===== src/rtl/cpu_types_pkg.sv =====
// rtl/cpu_types_pkg.sv - shared pipeline types: register index, forward select, stage tag
package cpu_types_pkg;

  typedef logic [4:0] regbits_t;

  typedef enum logic [1:0] {
    FWD_REG   = 2'b00,
    FWD_EXMEM = 2'b01,
    FWD_MEMWB = 2'b10
  } fwd_sel_t;

  typedef struct packed {
    logic     valid;
    logic     regwrite;
    logic     memread;
    regbits_t rd;
  } stage_tag_t;

  // An empty pipeline slot; reset and every inserted bubble use this value
  localparam stage_tag_t TAG_BUBBLE = '0;

  // A stage supplies a source only if it really writes that register and $0 is never a dependency
  function automatic logic tag_match(input stage_tag_t tag, input regbits_t src, input logic uses);
    return tag.valid && tag.regwrite && (tag.rd == src) && (src != '0) && uses;
  endfunction

endpackage


===== src/rtl/hazard_forward_unit_if.sv =====
// rtl/hazard_forward_unit_if.sv - ID-stage request and EX forward/stall response bundle
interface hazard_forward_unit_if;
  import cpu_types_pkg::*;

  logic        pipe_en;
  logic        flush;
  regbits_t    id_rs;
  regbits_t    id_rt;
  logic        id_uses_rs;
  logic        id_uses_rt;
  regbits_t    id_rd;
  logic        id_regwrite;
  logic        id_memread;
  logic [1:0]  forwarda;
  logic [1:0]  forwardb;
  logic        stall_id;
  logic [31:0] stall_count;

  modport master (
    output pipe_en, flush, id_rs, id_rt, id_uses_rs, id_uses_rt,
           id_rd, id_regwrite, id_memread,
    input  forwarda, forwardb, stall_id, stall_count
  );

  modport slave (
    input  pipe_en, flush, id_rs, id_rt, id_uses_rs, id_uses_rt,
           id_rd, id_regwrite, id_memread,
    output forwarda, forwardb, stall_id, stall_count
  );

endinterface


===== src/rtl/fwd_select.sv =====
// rtl/fwd_select.sv - priority match of one source register against the EX and MEM tags
module fwd_select
  import cpu_types_pkg::*;
(
  input  regbits_t   src,
  input  logic       uses,
  input  stage_tag_t ex_tag,
  input  stage_tag_t mem_tag,
  output logic       ex_hit,
  output logic       mem_hit,
  output fwd_sel_t   sel
);

  // Newest producer wins: the instruction currently in EX moves to EX/MEM on this advance
  always_comb begin
    ex_hit  = tag_match(ex_tag, src, uses);
    mem_hit = tag_match(mem_tag, src, uses);
    sel     = FWD_REG;
    if (ex_hit) begin
      sel = FWD_EXMEM;
    end else if (mem_hit) begin
      sel = FWD_MEMWB;
    end
  end

endmodule


===== src/rtl/hazard_forward_unit.sv =====
// rtl/hazard_forward_unit.sv - ALU forward selects and load-use stall; HAZARD_FORWARD_EN enables forwarding
module hazard_forward_unit
  import cpu_types_pkg::*;
(
  input logic                  CLK,
  input logic                  RST,
  hazard_forward_unit_if.slave hif
);

  stage_tag_t  ex_tag;
  stage_tag_t  mem_tag;
  stage_tag_t  wb_tag;
  stage_tag_t  id_tag;
  fwd_sel_t    fwda_q;
  fwd_sel_t    fwdb_q;
  fwd_sel_t    sel_a;
  fwd_sel_t    sel_b;
  logic        rs_ex_hit;
  logic        rs_mem_hit;
  logic        rt_ex_hit;
  logic        rt_mem_hit;
  logic        stall;
  logic        bubble;
  logic [31:0] stall_cnt;

  assign id_tag = '{valid: 1'b1, regwrite: hif.id_regwrite, memread: hif.id_memread, rd: hif.id_rd};

  fwd_select u_sel_rs (
    .src     (hif.id_rs),
    .uses    (hif.id_uses_rs),
    .ex_tag  (ex_tag),
    .mem_tag (mem_tag),
    .ex_hit  (rs_ex_hit),
    .mem_hit (rs_mem_hit),
    .sel     (sel_a)
  );

  fwd_select u_sel_rt (
    .src     (hif.id_rt),
    .uses    (hif.id_uses_rt),
    .ex_tag  (ex_tag),
    .mem_tag (mem_tag),
    .ex_hit  (rt_ex_hit),
    .mem_hit (rt_mem_hit),
    .sel     (sel_b)
  );

`ifdef HAZARD_FORWARD_EN
  // Only a load still in EX cannot be bypassed; one bubble moves it to MEM/WB
  assign stall = !hif.flush && ex_tag.memread && (rs_ex_hit || rt_ex_hit);
`else
  // Without bypass paths the consumer waits until the producer reaches WB; since every
  // EX/MEM hit stalls, the registered selects below can only ever load FWD_REG
  assign stall = !hif.flush && (rs_ex_hit || rt_ex_hit || rs_mem_hit || rt_mem_hit);
`endif

  assign bubble = stall || hif.flush;

  // Shadow tag pipeline, EX operand selects and saturating bubble counter
  always_ff @(posedge CLK) begin
    if (RST) begin
      ex_tag    <= TAG_BUBBLE;
      mem_tag   <= TAG_BUBBLE;
      wb_tag    <= TAG_BUBBLE;
      fwda_q    <= FWD_REG;
      fwdb_q    <= FWD_REG;
      stall_cnt <= '0;
    end else if (hif.pipe_en) begin
      mem_tag <= ex_tag;
      wb_tag  <= mem_tag;
      if (bubble) begin
        ex_tag <= TAG_BUBBLE;
        fwda_q <= FWD_REG;
        fwdb_q <= FWD_REG;
      end else begin
        ex_tag <= id_tag;
        fwda_q <= sel_a;
        fwdb_q <= sel_b;
      end
      if (stall && (stall_cnt != 32'hFFFF_FFFF)) begin
        stall_cnt <= stall_cnt + 32'd1;
      end
    end
  end

  assign hif.forwarda    = fwda_q;
  assign hif.forwardb    = fwdb_q;
  assign hif.stall_id    = stall;
  assign hif.stall_count = stall_cnt;

  // A slot that is not valid must be a clean bubble by the time it reaches WB
  a_wb_bubble_clean: assert property (@(posedge CLK) disable iff (RST)
    wb_tag.valid || (wb_tag == TAG_BUBBLE));

endmodule


===== src/flat_wrapper.sv =====
// flat-port wrapper written by rule: the top's interface ports become plain ports
module hazard_forward_unit_flat import cpu_types_pkg::*;
  (CLK, RST, hif_pipe_en, hif_flush, hif_id_rs, hif_id_rt, hif_id_uses_rs, hif_id_uses_rt, hif_id_rd, hif_id_regwrite, hif_id_memread, hif_forwarda, hif_forwardb, hif_stall_id, hif_stall_count);
  hazard_forward_unit_if hif_i ();
  input logic CLK;
  input logic RST;
  input wire logic [$bits(hif_i.pipe_en)-1:0] hif_pipe_en;
  input wire logic [$bits(hif_i.flush)-1:0] hif_flush;
  input wire logic [$bits(hif_i.id_rs)-1:0] hif_id_rs;
  input wire logic [$bits(hif_i.id_rt)-1:0] hif_id_rt;
  input wire logic [$bits(hif_i.id_uses_rs)-1:0] hif_id_uses_rs;
  input wire logic [$bits(hif_i.id_uses_rt)-1:0] hif_id_uses_rt;
  input wire logic [$bits(hif_i.id_rd)-1:0] hif_id_rd;
  input wire logic [$bits(hif_i.id_regwrite)-1:0] hif_id_regwrite;
  input wire logic [$bits(hif_i.id_memread)-1:0] hif_id_memread;
  output wire logic [$bits(hif_i.forwarda)-1:0] hif_forwarda;
  output wire logic [$bits(hif_i.forwardb)-1:0] hif_forwardb;
  output wire logic [$bits(hif_i.stall_id)-1:0] hif_stall_id;
  output wire logic [$bits(hif_i.stall_count)-1:0] hif_stall_count;
  assign hif_i.pipe_en = hif_pipe_en;
  assign hif_i.flush = hif_flush;
  assign hif_i.id_rs = hif_id_rs;
  assign hif_i.id_rt = hif_id_rt;
  assign hif_i.id_uses_rs = hif_id_uses_rs;
  assign hif_i.id_uses_rt = hif_id_uses_rt;
  assign hif_i.id_rd = hif_id_rd;
  assign hif_i.id_regwrite = hif_id_regwrite;
  assign hif_i.id_memread = hif_id_memread;
  assign hif_forwarda = hif_i.forwarda;
  assign hif_forwardb = hif_i.forwardb;
  assign hif_stall_id = hif_i.stall_id;
  assign hif_stall_count = hif_i.stall_count;
  hazard_forward_unit u_core (.CLK(CLK), .RST(RST), .hif(hif_i));
endmodule

===== config.mk =====
export PLATFORM = sky130hd
export DESIGN_NAME = hazard_forward_unit_flat
export DESIGN_NICKNAME = d
export VERILOG_FILES = /design/src/rtl/cpu_types_pkg.sv /design/src/rtl/hazard_forward_unit_if.sv /design/src/rtl/fwd_select.sv /design/src/rtl/hazard_forward_unit.sv /design/src/flat_wrapper.sv
export SDC_FILE = /design/constraint.sdc
export NUM_CORES = 1
export LEC_CHECK = 0
export CORE_AREA = 5 5 95 75
export CTS_BUF_LIST = sky130_fd_sc_hd__clkbuf_8
export DETAILED_ROUTE_END_ITERATION = 12
export DIE_AREA = 0 0 100 80
export PLACE_DENSITY = 0.83
export SETUP_SLACK_MARGIN = 0.2
export SLEW_MARGIN = 40
export SYNTH_ARGS = -nofsm -noshare
export SYNTH_HDL_FRONTEND = slang
export SYNTH_SLANG_ARGS = --single-unit

===== constraint.sdc =====
create_clock -name CLK -period 2.1 [get_ports CLK]
set_clock_uncertainty 0.15 [all_clocks]
set_input_delay 0.315 -clock CLK [delete_from_list [all_inputs] [get_ports CLK]]
set_output_delay 0.315 -clock CLK [all_outputs]
set_load 0.005 [all_outputs]

==> results.txt, run 1 <==
The run finished, with violations left. The checks that failed: negative setup slack. The reg-to-reg critical path endpoint is u_core.hif.stall_count[28]$_SDFFE_PP0P_. The CTS H-tree depth is 2. At the worst endpoint, the required time is between 2 and 2.5 ns. The total I/O pin count is 60. The initial detailed-routing violation count came out at 178. Setup violations remaining at the end of the flow were counted as 31.

The number of routed nets with antenna violations is 0. In this run the worst setup path begins at u_core.mem_tag[1]$_SDFFE_PP0P_. The library cell occupying the most area in the post-synthesis netlist is sky130_fd_sc_hd__dfxtp_1.

In this run the most critical hold path is launched from u_core.hif.forwardb[0]$_SDFFE_PP0P_. The clock passes through at most 2 buffers. During synthesis, Yosys emitted a total of 0 warnings. STA classifies the critical path startpoint as a flop. The endpoint of the worst hold path is u_core.hif.forwardb[0]$_SDFFE_PP0P_. Summed over its instances, the top area cell type makes up 37.6% of the synthesized netlist area. The smallest setup slack after layout came out at -0.196 ns. The overall routed net length came out at 9710 um. The worst setup path is captured at a flop. The type of the setup path with the least slack is reg2reg.

The minimum setup slack after placement came out at -0.720 ns. In this run the clock root is driven by a sky130_fd_sc_hd__clkbuf_8. In the routed design, unresolved DRC markers number 0. Measured against its own limit, the worst slew margin works out to around half.

The number of buffers inserted during clock tree synthesis is 5. For the pin with the worst max-slew slack, the measured transition is between 0.7 and 0.8 ns. TritonCTS built the clock tree. Compared with the post-synthesis result, the final layout area differs by 72.2%.

The upper clock frequency limit is 0.435 GHz. From left edge to right edge, the die measures approximately 100 um. The post-synthesis cell area is 0.00266 mm2.

The final clock period utilization by the worst path is 109%. Setup repair after global routing could not meet its margin everywhere. The first-pass iteration count of the detailed router came out at 4.

Among all flip-flop cells after synthesis, the most frequent one is sky130_fd_sc_hd__dfxtp_1. The number of standard cells in the final layout excluding fillers is approximately 510. The total leakage power is around 1.8 nW. The final critical-path required period is between 2 and 2.5 ns. The clock net sink count is 50. The final global-route overflow total is 0. The all-layer global routing usage came out at between 20 and 25%. The number of enable-type register cells in the synthesized netlist came out at 0.

The number of hold-slack violations in the final timing report is 0. The maximum number of pins on one net before global-route repair came out at 28. The number of unique standard cell types used by synthesis is about 50. The core region is roughly 0.006 mm2. The arrival time at the worst endpoint came out at between 2 and 2.5 ns.

The slowest stage cell on the critical path is sky130_fd_sc_hd__or4_1. The count of inserted antenna diode cells came out at 0. The startpoint of the worst register-to-register path is u_core.mem_tag[1]$_SDFFE_PP0P_. The depth of the worst register-to-register path is 9.

For this configuration, the core starts out at a cell density of 43.7%. The number of rows created at floorplan is 25. The leading cell type in the layout, fill and taps excluded is sky130_fd_sc_hd__buf_4. The count of final max-slew check failures is 0.

The number of antenna violations at the first check in global routing came to 0. The critical path goes through xnor2_2, nand4_1, o22ai_2, a22oi_4, buf_6, buf_12, buf_12, or4_1, a21oi_1. The weighted congestion reported at the end of routability-driven placement is 0.821. The total via count in the routed design came out at approximately 3k. The via count of the first global-routing pass came to a little under 3k.

The dominant cell type by count on the critical path is sky130_fd_sc_hd__buf_12. The final-stage net count came out at between 400 and 500. In this run the vertical extent of the chip is roughly 80 um. In this design, the largest share of critical-path delay is due to simple AND/OR/NAND/NOR gates. The number of max-capacitance violations reported came out at 0. The die covers about 0.0080 mm2.

The post-placement cell count is around 480. The share of synthesized registers carrying an async set or reset came out at 0%. The maximum cell stage delay along the critical path is 0.50 ns. Clock-pin slew was measured on the worst setup and hold paths at around 0.10 ns.

Dividing the detail-routed wire length by the instance count gives approximately 19 um. Power spread over the standard cell area amounts to 399 mW/mm2. The half-perimeter wire length of the detailed placement result came out at ~5800 um. The sum of negative setup slack is -3.90 ns.

The worst hold path depth is 1. The maximum fanout encountered on the critical timing path is 8. The fraction of the yosys area taken by sequential cells is approximately 38%. The post-synthesis register bit count is 50. The tightest min-delay check is of the reg2reg type.

The average cell area after synthesis came out at 8.97 um2. The quantity of I/O buffers inserted on ports came out at 58. The final core utilization came out at between 70% and 80%. Leaving out fill and tap cells, the most frequent cells in the layout are sky130_fd_sc_hd__buf_4 (71), sky130_fd_sc_hd__clkdlybuf4s50_1 (46), sky130_fd_sc_hd__dfxtp_1 (29). The later-pin clock latency in the skew report is 0.32 ns.

By area the synthesized netlist is led by sky130_fd_sc_hd__dfxtp_1 (38%), sky130_fd_sc_hd__xnor2_1 (6.6%), sky130_fd_sc_hd__a21oi_1 (4.3%), sky130_fd_sc_hd__nand4_1 (4.0%), sky130_fd_sc_hd__o31ai_1 (3.7%). After technology mapping, the gate count stands at 297. The average vias per placed instance came out at just under 6. The worst-case register-to-register setup slack is -0.20 ns. The fraction of final layout cells sized beyond drive strength 1 is 45.7%. The wire length of the first global-routing pass is ~14000 um. Counting both buffers and inverters, the worst setup path holds a total of 3. Synthesis produced a netlist with a net count of approximately 320. The maximum VDD drop is around 0.00039 V.
worst register-to-register path, cell delays in order (launching register included):
cell and delay [ns]:
sky130_fd_sc_hd__dfxtp_2 0.40, sky130_fd_sc_hd__xnor2_2 0.13, sky130_fd_sc_hd__nand4_1 0.17, sky130_fd_sc_hd__o22ai_2 0.23, sky130_fd_sc_hd__a22oi_4 0.12, sky130_fd_sc_hd__buf_6 0.15, sky130_fd_sc_hd__buf_12 0.13, sky130_fd_sc_hd__buf_12 0.13
sky130_fd_sc_hd__or4_1 0.51, sky130_fd_sc_hd__a21oi_1 0.14
power breakdown:
group	internal [mW]	switching (mW)	total, mW
sequential	0.950	0.0132	0.963
clock	0.351	0.342	0.693
combinational	0.0976	0.0785	0.176
routing by layer:
layer / routed length (um) / global-route usage, %
met5: 0 / 1.40
met4: 338 / 9.42
met3: 471 / 4.10
met2: 4890 / 37.0
met1: 4010 / 27.1
state kept, by name, indices dropped and copies added, names as in the netlist:
register,count
u_core.hif.stall_count,32
u_core.ex_tag,7
u_core.mem_tag,7
u_core.hif.forwarda,2
u_core.hif.forwardb,2
cell families (layout without fill, tap and decap cells):
family / Yosys count / in the layout / synth area share (%)
flip-flops: 50 / 50 / 37.6
AO/OA/AOI/OAI: 62 / 62 / 16.0
adder cells (fa/ha/maj): 1 / 1 / 0.470
multiplexers: 14 / 14 / 5.54
XOR/XNOR: 20 / 20 / 6.58
buffers and inverters: 20 / 156 / 4.74
AND/OR/NAND/NOR: 130 / 130 / 29.1
synth_stat cells (all sizes together), types with 2 or more instances:
library cell   n
nand2         15
nor2          20
dfxtp         50
nor3           8
o22ai          2
o21ai          8
mux2           6
or3           10
a21oi         23
mux2i          8
nor2b          7
and3           3
and2           5
inv            4
xnor2         20
or4           14
nand3         14
a22o           6
nand2b         2
o31ai         13
nand4         19
clkbuf         7
and4           2
o21ba          2
buf            9
nor4           6
o31a           2
final cells by class:
| type | instances | area [um2] |
|---|---|---|
| timing repair buffer | 145 | 1370 |
| clock inverter | 2 | 38.8 |
| clock buffer | 5 | 68.8 |
| multi-input combinational | 227 | 1950 |
| tap | 81 | 101 |
| sequential | 50 | 1040 |
| fill | 395 | 1510 |
| inverter | 4 | 17.5 |
what timing repair did:
| item | CTS | global route |
|---|---|---|
| cloned | 3 | 0 |
| buffers inserted | 13 | 7 |
| setup endpoints to repair | 40 | 40 |
| hold buffers | 0 | 0 |
| resized for setup | 75 | 62 |
| pin swaps | 55 | 34 |
how the worst max path moves through the flow:
stage,endpoint,slack [ns],cells after the start
2_1_floorplan,u_core.hif.stall_count[25]$_SDFFE_PP0P_,-0.01,7
3_3_place_gp,hif_stall_id,-0.66,7
3_5_place_dp,u_core.hif.stall_count[8]$_SDFFE_PP0P_,-0.72,10
4_1_cts,u_core.hif.stall_count[12]$_SDFFE_PP0P_,-0.17,9
5_1_grt,u_core.hif.stall_count[28]$_SDFFE_PP0P_,-0.26,9
6_report,u_core.hif.stall_count[28]$_SDFFE_PP0P_,-0.20,9
through the flow:
step	hold WS (ns)	area, um2	power, mW
after floorplan	0.298	2760	1.06
after global placement	0.293	3800	1.14
after detailed placement	0.293	3800	1.14
after CTS	0.318	4260	1.81
after global routing	0.351	4590	1.88
final	0.312	4590	1.83
Note: power is estimated with default switching activity, not from simulation.
==> run 2: changes to the inputs <==
REMOVE_ABC_BUFFERS = 1   (was default)
==> results.txt, run 2 (synthesis gave the netlist of run 1 again) <==
The number of hold-slack violations in the final timing report is 0 (unchanged). Cells traversed along the worst timing path: xnor2_2, nand4_1, o22ai_2, buf_6, a22oi_4, buf_6, buf_12, buf_4, or4_1, a21oi_1 (was xnor2_2, nand4_1, o22ai_2, a22oi_4, buf_6, buf_12, buf_12, or4_1, a21oi_1). The buffer depth of the longest clock path was 2 (unchanged).

The later-pin clock latency in the skew report is 0.32 ns (about the same). The CTS H-tree depth came out at 2 (unchanged). The fraction of final layout cells sized beyond drive strength 1 was 46.3% (was 45.7%).

The full die area came out at 0.00800 mm2 (unchanged). The arrival time at the worst endpoint came out at 2.59 ns (was 2.40 ns). The final number of setup-violating endpoints came out at 34 (was 31). The initial cell density of the core came to 43.7% (unchanged).

The number of max-capacitance violations reported came out at 0 (unchanged). The weighted congestion reported at the end of routability-driven placement is 0.922 (was 0.821). The uppermost layer routed is met4 (unchanged).

The maximum VDD drop came out at 0.000376 V (was 0.000387 V). The detailed-route wire length per cell is 23.9 um (was 18.9 um). The overall routed net length is 12600 um (was 9710 um). Unrepaired setup endpoints after global routing: yes (unchanged). The share of total power in the clock network is 42.7% (was 37.8%). The all-layer global routing usage came out at 25.3% (was 21.9%). The tightest hold margin came to 0.319 ns (was 0.312 ns). The die height is 80 um (unchanged). The half-perimeter wire length of the detailed placement result is 6170 um (was 5790 um). The number of hold buffers added after cts came out at 0 (unchanged). The number of antenna violations at the first check in global routing came out at 0 (unchanged).

The number of flip-flops under the largest register name came to 32 (unchanged). The clock net sink count came out at 50 (unchanged). The dominant cell type by count on the critical path is sky130_fd_sc_hd__buf_6 (was sky130_fd_sc_hd__buf_12). The worst slew margin relative to its limit is 42.3% (was 50.1%). The post-synthesis to final-layout area growth is 77.4% (was 72.2%). The smallest setup slack after layout was -0.400 ns (was -0.196 ns). The minimum setup slack after placement came to -0.754 ns (was -0.720 ns).

The final clock period utilization by the worst path is 119% (was 109%). The first-pass iteration count of the detailed router is 6 (was 4). The final critical-path required period came out at 2.50 ns (was 2.30 ns). The quantity of I/O buffers inserted on ports came to 58 (unchanged). The switching power of the nets was 457 uW (was 434 uW). The depth of the worst register-to-register path was 10 (was 9).

The kind of end point of the critical path is a flop (unchanged). The share of total power in sequential cells is 48.1% (was 52.6%). The maximum number of pins on one net before global-route repair came out at 26 (was 28). Most frequent cells in the layout: sky130_fd_sc_hd__buf_4 (80), sky130_fd_sc_hd__clkdlybuf4s50_1 (47), sky130_fd_sc_hd__dfxtp_1 (36) (was sky130_fd_sc_hd__buf_4 (71), sky130_fd_sc_hd__clkdlybuf4s50_1 (46), sky130_fd_sc_hd__dfxtp_1 (29)). The CTS root buffer is sky130_fd_sc_hd__clkbuf_8 (unchanged). The maximum fanout encountered on the critical timing path is 5 (was 8). The number of stages on the worst setup path is 10 (was 9). The buffers plus inverters on the worst setup path came to 4 (was 3). The maximum cell stage delay along the critical path is 0.49 ns (was 0.50 ns).

The type of the setup path with the least slack is reg2reg (unchanged). Run status: finished with violations (unchanged). The power per cell area is 426 mW/mm2 (was 399 mW/mm2). The number of routed nets with antenna violations is 0 (unchanged).

The total I/O pin count came out at 60 (unchanged). The total leakage power came to 1.86 nW (was 1.82 nW). The fraction of power spent switching nets came out at 22.7% (was 23.7%). The CTS clock-pin slew for the worst setup and hold paths is 0.10 ns (about the same). The cell type group with the largest total delay on the critical path is simple AND/OR/NAND/NOR gates (unchanged). The leading cell type in the layout, fill and taps excluded is sky130_fd_sc_hd__buf_4 (unchanged). The wire length on met1 is 4720 um (was 4010 um). The final core utilization came out at 77.5% (was 75.2%). The proportion of power drawn by combinational gates is 9.2% (was 9.6%). The slowest stage cell on the critical path is sky130_fd_sc_hd__or4_1 (unchanged). The required time at the endpoint of the critical path is 2.19 ns (was 2.21 ns). The initial detailed-routing violation count came out at 385 (was 178). The core footprint is 0.00610 mm2 (unchanged). The average vias per placed instance came to 6.52 (was 5.85).

The internal power consumption is 1.56 mW (was 1.40 mW). The met3 wirelength from detailed routing is 1240 um (was 471 um). The number of rows created at floorplan was 25 (unchanged). The startpoint class of the critical path is a flop (unchanged). The final global-route overflow total came out at 0 (unchanged).

The number of buffers inserted during clock tree synthesis came out at 5 (unchanged). The wire length of the first global-routing pass is 16000 um (was 14000 um). The number of design rule violations left after detail routing came out at 0 (unchanged). The upper clock frequency limit came out at 0.400 GHz (was 0.435 GHz).

The worst hold path depth came to 1 (unchanged). The count of final max-slew check failures is 0 (unchanged). The number of inserted filler cells in the final layout came out at 343 (was 395).

The CTS tree is yes (unchanged). The total via count in the routed design is 3441 (was 3006). The amount of wire on met2 after detailed routing was 5750 um (was 4890 um). The width of the die is 100 um (unchanged). The via count of the first global-routing pass was 3219 (was 2960).

The actual transition at the worst max-transition pin came to 0.862 ns (was 0.746 ns). The overall power consumption is 2.01 mW (was 1.83 mW). The count of inserted antenna diode cells came out at 0 (unchanged). The type of the worst min-delay path is reg2reg (unchanged). The final-stage net count came to 470 (was 457).

Failing checks: negative setup slack (unchanged).
run 2: final timing paths:
path | from | to | slack, ns
min | u_core.hif.forwarda[0]$_SDFFE_PP0P_ | u_core.hif.forwarda[0]$_SDFFE_PP0P_ | 0.32
max | u_core.ex_tag[3]$_SDFFE_PP0P_ | u_core.hif.stall_count[27]$_SDFFE_PP0P_ | -0.40
max reg2reg | u_core.ex_tag[3]$_SDFFE_PP0P_ | u_core.hif.stall_count[27]$_SDFFE_PP0P_ | -0.40
min reg2reg | u_core.hif.forwarda[0]$_SDFFE_PP0P_ | u_core.hif.forwarda[0]$_SDFFE_PP0P_ | 0.32
run 2: power by group through the flow:
stage	sequential, mW	clock, mW	combinational [mW]
after global routing	0.968	0.899	0.191
after detailed placement	0.988	0	0.156
after global placement	0.987	0	0.151
after floorplan	0.986	0	0.0553
after CTS	0.965	0.846	0.160
final	0.967	0.860	0.185
run 2: layer usage:
layer	track usage (%)	vias up
li1	-	1413
met1	30.2	1599
met2	41.7	314
met3	5.41	115
met4	15.2	0
met5	0	-
run 2: final cells by class:
| class | instances | area [um2] | area share (%) |
|---|---|---|---|
| timing repair buffer | 158 | 1500 | 31.8 |
| clock buffer | 6 | 82.6 | 1.75 |
| sequential | 50 | 1030 | 21.7 |
| inverter | 4 | 15.0 | 0.318 |
| multi-input combinational | 227 | 1940 | 41.0 |
| tap | 81 | 101 | 2.15 |
| clock inverter | 2 | 60.1 | 1.27 |
run 2: worst reg2reg max path, cell delays in order, from the launching register on:
cell	delay [ns]
sky130_fd_sc_hd__dfxtp_2	0.37
sky130_fd_sc_hd__xnor2_2	0.19
sky130_fd_sc_hd__nand4_1	0.20
sky130_fd_sc_hd__o22ai_2	0.20
sky130_fd_sc_hd__buf_6	0.14
sky130_fd_sc_hd__a22oi_4	0.05
sky130_fd_sc_hd__buf_6	0.16
sky130_fd_sc_hd__buf_12	0.15
sky130_fd_sc_hd__buf_4	0.13
sky130_fd_sc_hd__or4_1	0.49
sky130_fd_sc_hd__a21oi_1	0.19
run 2: through the flow:
stage / cells / cell area [um2] / setup TNS [ns]
4_1_cts: 523 / 4400 / -3.01
6_report: 528 / 4720 / -7.44
2_1_floorplan: 281 / 2550 / -9.46
5_1_grt: 528 / 4720 / -7.86
3_3_place_gp: 502 / 3870 / -18.65
3_5_place_dp: 502 / 3870 / -23.35
run 2: repair_timing:
| action | CTS | global route |
|---|---|---|
| resized for setup | 79 | 64 |
| setup endpoints to repair | 40 | 44 |
| cloned | 4 | 1 |
| pin swaps | 56 | 35 |
| buffers inserted | 9 | 4 |
==> run 3: changes to the inputs <==
CORE_AREA = 5 5 93 74   (was 5 5 95 75)
DIE_AREA = 0 0 98 79   (was 0 0 100 80)
PLACE_DENSITY = 0.86   (was 0.83)
==> results.txt, run 3 (synthesis gave the netlist of run 1 again) <==
Run status: finished with violations (unchanged). Failing checks: negative setup slack (unchanged). The number of inserted filler cells in the final layout is 251 (was 343). The initial cell density of the core came out at 44.6% (was 43.7%). The post-synthesis to final-layout area growth came to 90.1% (was 77.4%). The initial detailed-routing violation count came out at 487 (was 385). The CTS root buffer was sky130_fd_sc_hd__clkbuf_8 (unchanged). The kind of end point of the critical path is a flop (unchanged).

The half-perimeter wire length of the detailed placement result is 6210 um (was 6170 um). The number of hold buffers added after cts is 0 (unchanged). The weighted congestion reported at the end of routability-driven placement came out at 0.983 (was 0.922).

The final clock period utilization by the worst path was 118% (was 119%). The core footprint came out at 0.00597 mm2 (was 0.00610 mm2). The global routing met1 resource utilization is 34.6% (was 30.2%). The CTS clock-pin slew for the worst setup and hold paths is 0.10 ns (about the same).

The final number of setup-violating endpoints came to 40 (was 34). The CTS tree is yes (unchanged). The actual transition at the worst max-transition pin is 0.762 ns (was 0.862 ns). The via count of the first global-routing pass is 3441 (was 3219). The number of design rule violations left after detail routing was 0 (unchanged).

The final critical-path required period came out at 2.47 ns (was 2.50 ns). The post-placement cell count came out at 500 (was 502). The later-pin clock latency in the skew report is 0.33 ns (was 0.32 ns). The final-stage net count came out at 497 (was 470). The die height was 79 um (was 80 um). The final core utilization is 84.8% (was 77.5%). The leading cell type in the layout, fill and taps excluded is sky130_fd_sc_hd__buf_4 (unchanged). Unrepaired setup endpoints after global routing: yes (unchanged).

The buffer depth of the longest clock path came out at 2 (unchanged). Most frequent cells in the layout: sky130_fd_sc_hd__buf_4 (96), sky130_fd_sc_hd__clkdlybuf4s50_1 (46), sky130_fd_sc_hd__dfxtp_1 (27) (was sky130_fd_sc_hd__buf_4 (80), sky130_fd_sc_hd__clkdlybuf4s50_1 (47), sky130_fd_sc_hd__dfxtp_1 (36)). The sum of negative setup slack is -7.32 ns (was -7.44 ns). The overall routed net length came out at 14100 um (was 12600 um).

The number of flip-flops under the largest register name came out at 32 (unchanged). The smallest setup slack after layout is -0.374 ns (was -0.400 ns). The type of the setup path with the least slack is reg2reg (unchanged).

The count of inserted antenna diode cells came out at 0 (unchanged). The quantity of I/O buffers inserted on ports is 58 (unchanged). The tightest hold margin came to 0.335 ns (was 0.319 ns). The maximum number of pins on one net before global-route repair was 25 (was 26). The number of max-capacitance violations reported is 0 (unchanged). The wire length of the first global-routing pass came out at 18100 um (was 16000 um). The number of standard cells in the final layout excluding fillers is 555 (was 528). The clock net sink count came out at 50 (unchanged). The number of buffers inserted during clock tree synthesis is 5 (unchanged). The count of final max-slew check failures is 0 (unchanged).

The first-pass iteration count of the detailed router is 5 (was 6). The number of antenna violations at the first check in global routing is 0 (unchanged). The total I/O pin count came to 60 (unchanged). The routing layer with the top usage in global route is met2 (unchanged). The worst slew margin relative to its limit came out at 49.0% (was 42.3%).

The number of rows created at floorplan is 25 (unchanged). The power per cell area is 401 mW/mm2 (was 426 mW/mm2). The startpoint class of the critical path is a flop (unchanged). The arrival time at the worst endpoint is 2.56 ns (was 2.59 ns). The maximum VDD drop came out at 0.000286 V (was 0.000376 V). The slowest stage cell on the critical path is sky130_fd_sc_hd__or4_1 (unchanged). The number of hold-slack violations in the final timing report came to 0 (unchanged). The final global-route overflow total came to 0 (unchanged).

The maximum cell stage delay along the critical path came out at 0.52 ns (was 0.49 ns). The type of the worst min-delay path is reg2reg (unchanged). The number of routed nets with antenna violations is 0 (unchanged).

The total leakage power came out at 2.06 nW (was 1.86 nW). The overall power consumption came to 2.03 mW (was 2.01 mW). The average vias per placed instance is 6.68 (was 6.52). The required time at the endpoint of the critical path came to 2.18 ns (was 2.19 ns). The width of the die is 98 um (was 100 um). The detailed-route wire length per cell is 25.3 um (was 23.9 um).

The upper clock frequency limit is 0.404 GHz (was 0.400 GHz). The global routing usage on met2 is 50.6% (was 41.7%). The fraction of final layout cells sized beyond drive strength 1 came out at 54.6% (was 46.3%). The full die area is 0.00774 mm2 (was 0.00800 mm2). Cells traversed along the worst timing path: xnor2_1, nand4_1, o22ai_2, a22oi_4, buf_8, buf_12, or4_1, a21oi_1 (was xnor2_2, nand4_1, o22ai_2, buf_6, a22oi_4, buf_6, buf_12, buf_4, or4_1, a21oi_1). The total via count in the routed design came out at 3710 (was 3441). The maximum fanout encountered on the critical timing path came out at 7 (was 5).

The all-layer global routing usage came to 29.3% (was 25.3%). The CTS H-tree depth came out at 2 (unchanged). The met3 usage in global routing came out at 5.71% (was 5.41%).
==> run 3: changes by cell type in the layout (fill, tap and decap cells not counted), moves of 4 or more <==
| cell | change |
|---|---|
| sky130_fd_sc_hd__buf_6 | +10 |
| sky130_fd_sc_hd__dfxtp_2 | +6 |
| sky130_fd_sc_hd__dfxtp_1 | -9 |
| sky130_fd_sc_hd__xnor2_2 | +5 |
| sky130_fd_sc_hd__or3_4 | +4 |
| sky130_fd_sc_hd__xnor2_1 | -5 |
| sky130_fd_sc_hd__buf_4 | +16 |
==> run 3: final cells by class <==
class	instances	area (um2)	area share [%]
clock inverter	3	68.8	1.36
timing repair buffer	185	1710	33.8
clock buffer	5	68.8	1.36
tap	81	101	2.00
inverter	4	15.0	0.296
multi-input combinational	227	2050	40.5
sequential	50	1040	20.6
==> run 3: path summary, 6_finish.rpt <==
path / from / depth (start not counted) / slack, ns / to
worst min-delay path: u_core.hif.forwarda[0]$_SDFFE_PP0P_ / 1 / 0.34 / u_core.hif.forwarda[0]$_SDFFE_PP0P_
worst max register to register: u_core.mem_tag[0]$_SDFFE_PP0P_ / 8 / -0.37 / u_core.hif.stall_count[30]$_SDFFE_PP0P_
worst min register to register: u_core.hif.forwarda[0]$_SDFFE_PP0P_ / 1 / 0.34 / u_core.hif.forwarda[0]$_SDFFE_PP0P_
worst max-delay path: u_core.mem_tag[0]$_SDFFE_PP0P_ / 8 / -0.37 / u_core.hif.stall_count[30]$_SDFFE_PP0P_
==> run 3: worst max-delay path: cells and delay by family (launching register included) <==
kind                   cells  cell delay (ns)
AO/OA/AOI/OAI              3             0.59
XOR/XNOR                   1             0.24
buffers and inverters      2             0.31
flip-flops                 1             0.36
AND/OR/NAND/NOR            2             0.72
==> run 3: where the power goes <==
part / internal (mW) / switching [mW]
Sequential: 0.951 / 0.0166
Clock: 0.478 / 0.379
Combinational: 0.101 / 0.102
Total: 1.53 / 0.498
==> run 3: through the flow <==
step	worst slack (ns)	cell area, um2
2_1_floorplan	-0.443	2550
3_3_place_gp	-0.665	3860
3_5_place_dp	-0.751	3860
4_1_cts	-0.0813	4590
5_1_grt	-0.406	5060
6_report	-0.374	5060
==> run 3: repair_timing <==
action | 4_1_cts | 5_1_grt
pin swaps | 50 | 24
gates resized for setup | 114 | 72
gates cloned | 3 | 0
buffers inserted | 24 | 20
setup endpoints to repair | 40 | 41
==> run 3: layer usage <==
metal / wire length (um) / share of wire, % / vias to the layer above
li1: - / - / 1466
met1: 5080 / 36 / 1748
met5: 0 / 0 / -
met3: 1390 / 9.9 / 140
met2: 6520 / 46 / 356
met4: 1050 / 7.5 / 0
